===== config.mk =====
export PLATFORM = sky130hd
export DESIGN_NAME = mod_updown_counter_flat
export DESIGN_NICKNAME = d
export VERILOG_FILES = /design/src/rtl/mod_updown_counter_if.sv /design/src/rtl/mod_updown_counter.sv /design/src/flat_wrapper.sv
export SDC_FILE = /design/constraint.sdc
export NUM_CORES = 1
export LEC_CHECK = 0
export ABC_AREA = 1
export ABC_CLOCK_PERIOD_IN_PS = 1500
export BUFFER_PORTS_ARGS = -buffer_cell sky130_fd_sc_hd__buf_4
export CAP_MARGIN = 20
export CORE_AREA = 2 2 56 69
export CTS_CLUSTER_DIAMETER = 100
export CTS_CLUSTER_SIZE = 12
export DETAILED_ROUTE_END_ITERATION = 8
export DIE_AREA = 0 0 58 71
export SLEW_MARGIN = 25
export SYNTH_ARGS = -nofsm -noshare
export SYNTH_HDL_FRONTEND = slang
export SYNTH_SLANG_ARGS = --single-unit
export TNS_END_PERCENT = 10

===== constraint.sdc =====
create_clock -name clk -period 1.5 [get_ports clk]
set_input_delay 0.15 -clock clk [delete_from_list [all_inputs] [get_ports clk]]
set_output_delay 0.15 -clock clk [all_outputs]
set_load 0.005 [all_outputs]

===== src/rtl/mod_updown_counter_if.sv =====
// Control/status bundle for mod_updown_counter: master drives the controls, slave is the counter.
interface mod_updown_counter_if #(
   parameter int WIDTH = 8
);
   logic             en;
   logic             up_dn;
   logic             load;
   logic [WIDTH-1:0] load_val;
   logic [WIDTH-1:0] max_val;
   logic             sat_mode;
   logic             clr_flag;
   logic [WIDTH-1:0] count;
   logic             tc;
   logic             wrap_pulse;
   logic             ovf_sticky;

   modport master (
      output en, up_dn, load, load_val, max_val, sat_mode, clr_flag,
      input  count, tc, wrap_pulse, ovf_sticky
   );

   modport slave (
      input  en, up_dn, load, load_val, max_val, sat_mode, clr_flag,
      output count, tc, wrap_pulse, ovf_sticky
   );
endinterface


===== src/rtl/mod_updown_counter.sv =====
// Parametrised up/down wrap-or-saturate counter with terminal count, wrap pulse and sticky overflow.
// Optional enable prescaler is built only when COUNTER_PRESCALE_EN is defined.
module mod_updown_counter #(
   parameter int WIDTH    = 8,
   parameter int PRESCALE = 4
) (
   input  logic                clk,
   input  logic                rst,
   mod_updown_counter_if.slave bus
);

   if (WIDTH < 2 || WIDTH > 32) begin : g_bad_width
      $error("mod_updown_counter: WIDTH out of range 2..32");
   end
   if (PRESCALE < 2 || PRESCALE > 256) begin : g_bad_prescale
      $error("mod_updown_counter: PRESCALE out of range 2..256");
   end

   logic [WIDTH-1:0] r_count;
   logic             r_wrap_pulse;
   logic             r_ovf_sticky;

   logic             w_tc;
   logic             w_step_req;
   logic             w_pre_hit;
   logic             w_step;
   logic             w_event;
   logic [WIDTH-1:0] w_count_nxt;

   // Saturating or wrapping step; an out-of-range count is treated as already at the terminal.
   function automatic logic [WIDTH-1:0] f_next_count(
      input logic [WIDTH-1:0] cnt,
      input logic [WIDTH-1:0] max,
      input logic             up,
      input logic             sat
   );
      if (up) begin
         if (cnt < max) return cnt + 1'b1;
         else if (sat)  return max;
         else           return '0;
      end else begin
         if (cnt != '0) return cnt - 1'b1;
         else if (sat)  return '0;
         else           return max;
      end
   endfunction

   assign w_tc        = bus.up_dn ? (r_count >= bus.max_val) : (r_count == '0);
   assign w_step_req  = bus.en & ~bus.load;
   assign w_step      = w_step_req & w_pre_hit;
   assign w_event     = w_step & w_tc;
   assign w_count_nxt = f_next_count(r_count, bus.max_val, bus.up_dn, bus.sat_mode);

`ifdef COUNTER_PRESCALE_EN
   localparam int PW = (PRESCALE > 2) ? $clog2(PRESCALE) : 1;
   localparam logic [PW-1:0] PRE_LAST = PW'(PRESCALE - 1);

   logic [PW-1:0] r_pre;

   assign w_pre_hit = (r_pre == PRE_LAST);

   always_ff @(posedge clk) begin
      if (rst || bus.load) begin
         r_pre <= '0;
      end else if (bus.en) begin
         if (w_pre_hit) r_pre <= '0;
         else           r_pre <= r_pre + 1'b1;
      end
   end
`else
   assign w_pre_hit = 1'b1;
`endif

   always_ff @(posedge clk) begin
      if (rst) begin
         r_count <= '0;
      end else if (bus.load) begin
         r_count <= bus.load_val;
      end else if (w_step) begin
         r_count <= w_count_nxt;
      end
   end

   // Event set dominates a simultaneous clear.
   always_ff @(posedge clk) begin
      if (rst) begin
         r_wrap_pulse <= 1'b0;
         r_ovf_sticky <= 1'b0;
      end else begin
         r_wrap_pulse <= w_event;
         if (w_event)           r_ovf_sticky <= 1'b1;
         else if (bus.clr_flag) r_ovf_sticky <= 1'b0;
      end
   end

   assign bus.count      = r_count;
   assign bus.tc         = w_tc;
   assign bus.wrap_pulse = r_wrap_pulse;
   assign bus.ovf_sticky = r_ovf_sticky;

endmodule


===== src/flat_wrapper.sv =====
// flat-port wrapper written by rule: the top's interface ports become plain ports
module mod_updown_counter_flat 
#(
   parameter int WIDTH    = 8,
   parameter int PRESCALE = 4
)
  (clk, rst, bus_en, bus_up_dn, bus_load, bus_load_val, bus_max_val, bus_sat_mode, bus_clr_flag, bus_count, bus_tc, bus_wrap_pulse, bus_ovf_sticky);
  mod_updown_counter_if #(.WIDTH(WIDTH)) bus_i ();
  input  logic clk;
  input  logic rst;
  input wire logic [$bits(bus_i.en)-1:0] bus_en;
  input wire logic [$bits(bus_i.up_dn)-1:0] bus_up_dn;
  input wire logic [$bits(bus_i.load)-1:0] bus_load;
  input wire logic [$bits(bus_i.load_val)-1:0] bus_load_val;
  input wire logic [$bits(bus_i.max_val)-1:0] bus_max_val;
  input wire logic [$bits(bus_i.sat_mode)-1:0] bus_sat_mode;
  input wire logic [$bits(bus_i.clr_flag)-1:0] bus_clr_flag;
  output wire logic [$bits(bus_i.count)-1:0] bus_count;
  output wire logic [$bits(bus_i.tc)-1:0] bus_tc;
  output wire logic [$bits(bus_i.wrap_pulse)-1:0] bus_wrap_pulse;
  output wire logic [$bits(bus_i.ovf_sticky)-1:0] bus_ovf_sticky;
  assign bus_i.en = bus_en;
  assign bus_i.up_dn = bus_up_dn;
  assign bus_i.load = bus_load;
  assign bus_i.load_val = bus_load_val;
  assign bus_i.max_val = bus_max_val;
  assign bus_i.sat_mode = bus_sat_mode;
  assign bus_i.clr_flag = bus_clr_flag;
  assign bus_count = bus_i.count;
  assign bus_tc = bus_i.tc;
  assign bus_wrap_pulse = bus_i.wrap_pulse;
  assign bus_ovf_sticky = bus_i.ovf_sticky;
  mod_updown_counter #(.WIDTH(WIDTH), .PRESCALE(PRESCALE)) u_core (.clk(clk), .rst(rst), .bus(bus_i));
endmodule

* Word-level counts from Yosys, hierarchy flattened *
Cells that the tools add are included.

storage, ports and cells
  bits in registers = 10
  input port bits = 23
  output and inout port bits = 11
  logic and storage cells = 24

operators by class
  add/subtract/negate cells = 2
  magnitude comparators = 2
  muxes and demuxes = 10
  bitwise gates (word level) = 3
  reduce and logical (&&, ||, !) cells = 4

operators by type and width
  cell                                                                 count
  8-bit two-way mux                                                    7
  8-bit by 1-bit adder with 8-bit output (second input constant)       1
  8-bit greater-or-equal comparator                                    1
  8-bit zero test                                                      1
  8-bit less-than comparator                                           1
  8-bit nonzero test                                                   1
  8-bit by 1-bit subtractor with 8-bit output (second input constant)  1
  2-bit nonzero test                                                   2
  1-bit two-way mux                                                    3
  1-bit bitwise AND                                                    2
  1-bit inverter                                                       1

* Logic depth before layout (Yosys ltp) *
  word-level depth = 5
  gate-level depth with buffers = 15
  depth with buffers taken out = 15

* Least setup slack after synthesis *
Ideal clock, no wire load.

  path type = register -> register
  start point = register u_core.r_count[0] (netlist: u_core.bus.count[0])
  end point = register u_core.r_ovf_sticky (netlist: u_core.bus.ovf_sticky)
  library setup time = 0.072 ns
  arrival = 1.555 ns
  required time = 1.428 ns
  slack = -0.127 ns
  stages on the path, launching flop included = 14
  path buffers = 0
  clock period less this slack = 1.627 ns
  cells stage by stage = dfxtp_1 inv_1 ha_1 inv_1 nand2_1 nand2_1 nand2_1 nand2_1 nand2_1 nand3_1 inv_2 a21oi_2 nand2_1 a21oi_1

between the ends
  longest elaborated chain between the ends = 4
  elaborated cells on any way between the ends = 6
  classes of those cells = order compare (1); mux (2); bitwise (1); reduce/logical (2)

ends and longest elaborated chain
  item                                                                         RTL line                  source
  start, declared                                                              mod_updown_counter.sv:19  logic [WIDTH-1:0] r_count;
  start signal, assigned                                                       mod_updown_counter.sv:78  r_count <= bus.load_val;
  start signal, assigned                                                       mod_updown_counter.sv:80  r_count <= w_count_nxt;
  8-bit greater-or-equal comparator / 8-bit zero test (equally long branches)  mod_updown_counter.sv:48  assign w_tc = bus.up_dn ? (r_count >= bus.max_val) : (r_count == '0);
  1-bit two-way mux *                                                          mod_updown_counter.sv:48
  via bus_tc                                                                   flat_wrapper.sv:19        output wire logic [$bits(bus_i.tc)-1:0] bus_tc;
  1-bit bitwise AND *                                                          mod_updown_counter.sv:51  assign w_event = w_step & w_tc;
  1-bit two-way mux / 2-bit nonzero test (equally long branches)               --
  end signal, assigned                                                         mod_updown_counter.sv:88  r_ovf_sticky <= 1'b0;
  end signal, assigned                                                         mod_updown_counter.sv:91  if (w_event) r_ovf_sticky <= 1'b1;
  end signal, assigned                                                         mod_updown_counter.sv:92  else if (bus.clr_flag) r_ovf_sticky <= 1'b0;
  end, declared                                                                mod_updown_counter.sv:21  logic r_ovf_sticky;

The timed path passes the listed nets; every way through them passes the cells marked *.
A chain may end at the register's enable or synchronous reset.

* Final worst setup path *
  start point = register u_core.r_count[5] (netlist: u_core.bus.count[5])
  end point = output port bus_tc

between the ends
  longest elaborated chain between the ends = 2
  elaborated cells on any way between the ends = 3
  classes of those cells = order compare (1); mux (1); reduce/logical (1)

ends and longest elaborated chain
  item                                                                         RTL line
  8-bit greater-or-equal comparator / 8-bit zero test (equally long branches)  mod_updown_counter.sv:48
  1-bit two-way mux *                                                          mod_updown_counter.sv:48
  end, declared                                                                flat_wrapper.sv:19

Every way passes the cells marked *; elsewhere a longest branch is shown, timed or not.

==> reports/results.ini <==
[power_and_ir_drop]
vdd_drop_max_uv = 755
leakagePower_nw = 1.06
power_mw = 1.39
power_density_mw_per_mm2 = 684

[synthesis]
synth_most_common_cell = nand2_1
synth_area_mm2 = 0.00134
synth_area_per_cell_um2 = 5.95
ys_seq_elements = 10
yosysTopAreaCell = nand2_1
synthArstFlopShare_pct = 0
yosysWarnings = 0
synth-edff-count = 0
synth.distinct_cells = 28
yosysTopAreaCellShare_pct = 19.8
synth_nets = 260
ys_top_cells_by_area = nand2_1 20%, dfxtp_1 15%, ha_1 10%
synth_ff_type = dfxtp_1
synth_common_cells = 71 x nand2_1, 33 x inv_1, 23 x nand3_1
syn_inst = 226
seq_area_frac_synth_pct = 14.9

[global_route]
grt_overflow = 0
grtUsageTotal_pct = 22.9
grt_pass1_vias = 1591
grt_max_degree = 12
grt_first_pass_wirelength_mm = 7.27
antenna_found_initial = 0

[floorplan]
die-area_mm2 = 0.00412
die_x_um = 58
start_util_pct = 38.6
core_area_mm2 = 0.00348
chipHeight_um = 71
ios = 34
row_count = 24

[clock_network]
clk_path_buf_depth = 2
ctsHoldBuffers = 0
clock_sinks = 10
clkTransAtPathRegs_ns = 0.06
insertion_delay_ns = 0.24
cts-root-buf = clkbuf_8
cts_inserted_buffers = 3
h-tree-depth = 1
cts_tree = done

[placed_design]
gp_congestion = 0.885
place_hpwl_mm = 3.41
port_buffers = 33

[timing]
clock-skew-final_ns = 0.00212
finalCriticalPeriod_ns = 1.76
slew_headroom_pct = 85.6
finalWorstSetupSlack_ns = -0.256
fin_crit_sh_pct = 117
slew_viol_final = 0
tightest_slew_ns = 0.216
timing.hold.ws_ns = 0.161
rsz0062_at_grt = yes
finalHoldViolCount = 0
fmax_mhz = 569
tns_ns = -1.04
setup_violations = 10

[detailed_routing]
wl_mm = 4.38
via_count = 1612
post-route-drc-count = 0
drt_pass1_iterations = 4
routed_via_density = 4.96
drt-wirelength-per-cell_um = 13.5
ant_nets = 0
drt_iter0_markers = 52

[critical_path]
rr_endpoint = u_core.bus.count[0]
required_ns = 1.35
crit_path_end_kind = output pin
timing.rr.start = u_core.bus.count[3]
arrival_ns = 1.61
ff2ff_path_depth = 10
criticalPathCategory = reg -> out
setup.worst_path.start_class = flip-flop
crit_path_max_fanout = 2
reg2reg_slack_ns = -0.14

[run]
drv_cap = 0

[layout]
syn2layout_area_growth_pct = 51.0
antenna_cells = 0
nets = 321
drive_above_1_share_pct = 38.1

[min_path]
worstHoldStart = rst
hp-class = in -> reg
min_path_cells = 2
hold-path-endpoint = u_core.bus.count[7]

[status]
outcome = finished, violations left
violations = setup timing

==> how the worst max path moves through the flow <==
stage | from | to | cells past startpoint
3_3_place_gp | u_core.bus.count[7] | u_core.bus.count[0] | 10
6_report | u_core.bus.count[5] | bus_tc | 7
5_1_grt | u_core.bus.count[0] | bus_tc | 12
4_1_cts | u_core.bus.count[5] | bus_tc | 7
2_1_floorplan | u_core.bus.count[7] | u_core.bus.count[7] | 11
3_5_place_dp | u_core.bus.count[7] | u_core.bus.count[1] | 10
==> cells by family (layout without fill, tap and decap cells) <==
| family | after synthesis | in the layout | synth area share, % |
|---|---|---|---|
| simple gates | 128 | 128 | 45.2 |
| buf+inv | 42 | 102 | 12.8 |
| compound gates | 29 | 29 | 13.0 |
| flops | 10 | 10 | 14.9 |
| fa+ha+maj | 11 | 11 | 10.2 |
| xor+xnor | 6 | 6 | 3.91 |
==> stage by stage <==
| step | setup slack [ns] | std cells | util [%] | cell area (um2) |
|---|---|---|---|---|
| 2_1_floorplan | -0.00266 | 226 | - | 1370 |
| 3_3_place_gp | -0.215 | 314 | 51.5 | 1790 |
| 3_5_place_dp | -0.200 | 314 | 51.5 | 1790 |
| 4_1_cts | -0.241 | 322 | 56.8 | 1980 |
| 5_1_grt | -0.321 | 325 | 58.3 | 2030 |
| 6_report | -0.256 | 325 | 58.3 | 2030 |
==> worst max-delay path: stages (launching register included) <==
cell and delay [ns]:
dfxtp_2 0.33, ha_4 0.28, nand2_4 0.05, nor2_4 0.17, buf_6 0.11, nand4_1 0.10
a21oi_2 0.19, buf_4 0.13
==> flip-flops by register name, summed over array words and instances, names as in the netlist <==
name	cells
u_core.bus.count	8
u_core.bus.wrap_pulse	1
u_core.bus.ovf_sticky	1
==> metal layers <==
metal | up-vias | global-route usage [%] | share of wire (%)
li1 | 832 | - | -
met1 | 711 | 27.6 | 41
met2 | 59 | 41.2 | 52
met3 | 10 | 2.74 | 4.1
met4 | 0 | 7.49 | 2.7
met5 | - | 0 | 0
==> cell type report <==
class	count	area [um2]
timing repair buffer	63	477
multi-input combinational	174	1110
inverter	35	131
sequential	10	209
clock buffer	4	55.1
tap	39	48.8
fill	340	1450
==> cell usage in the layout, fill, tap and decap left out, types with 4 or more instances in the layout <==
cell,count
a21oi_1,6
a21oi_2,9
a22oi_1,5
buf_4,62
clkbuf_8,4
dfxtp_2,7
ha_1,4
ha_4,5
inv_1,32
nand2_1,67
nand2_4,4
nand3_1,22
nor2_1,21
nor2_4,4
o21ai_0,4
o21ai_1,4
xor2_1,6
==> timing repair <==
action / in CTS / in global routing
gates resized for setup: 17 / 6
hold endpoints to repair: 0 / 0
setup endpoints to repair: 11 / 11
pin swaps: 8 / 5
buffers inserted: 4 / 3
==> power breakdown <==
part / switching (mW) / internal, mW
combinational: 0.396 / 0.329
sequential: 0.0182 / 0.290
clock: 0.124 / 0.232
total: 0.538 / 0.851
(Power assumes the default switching activity.)
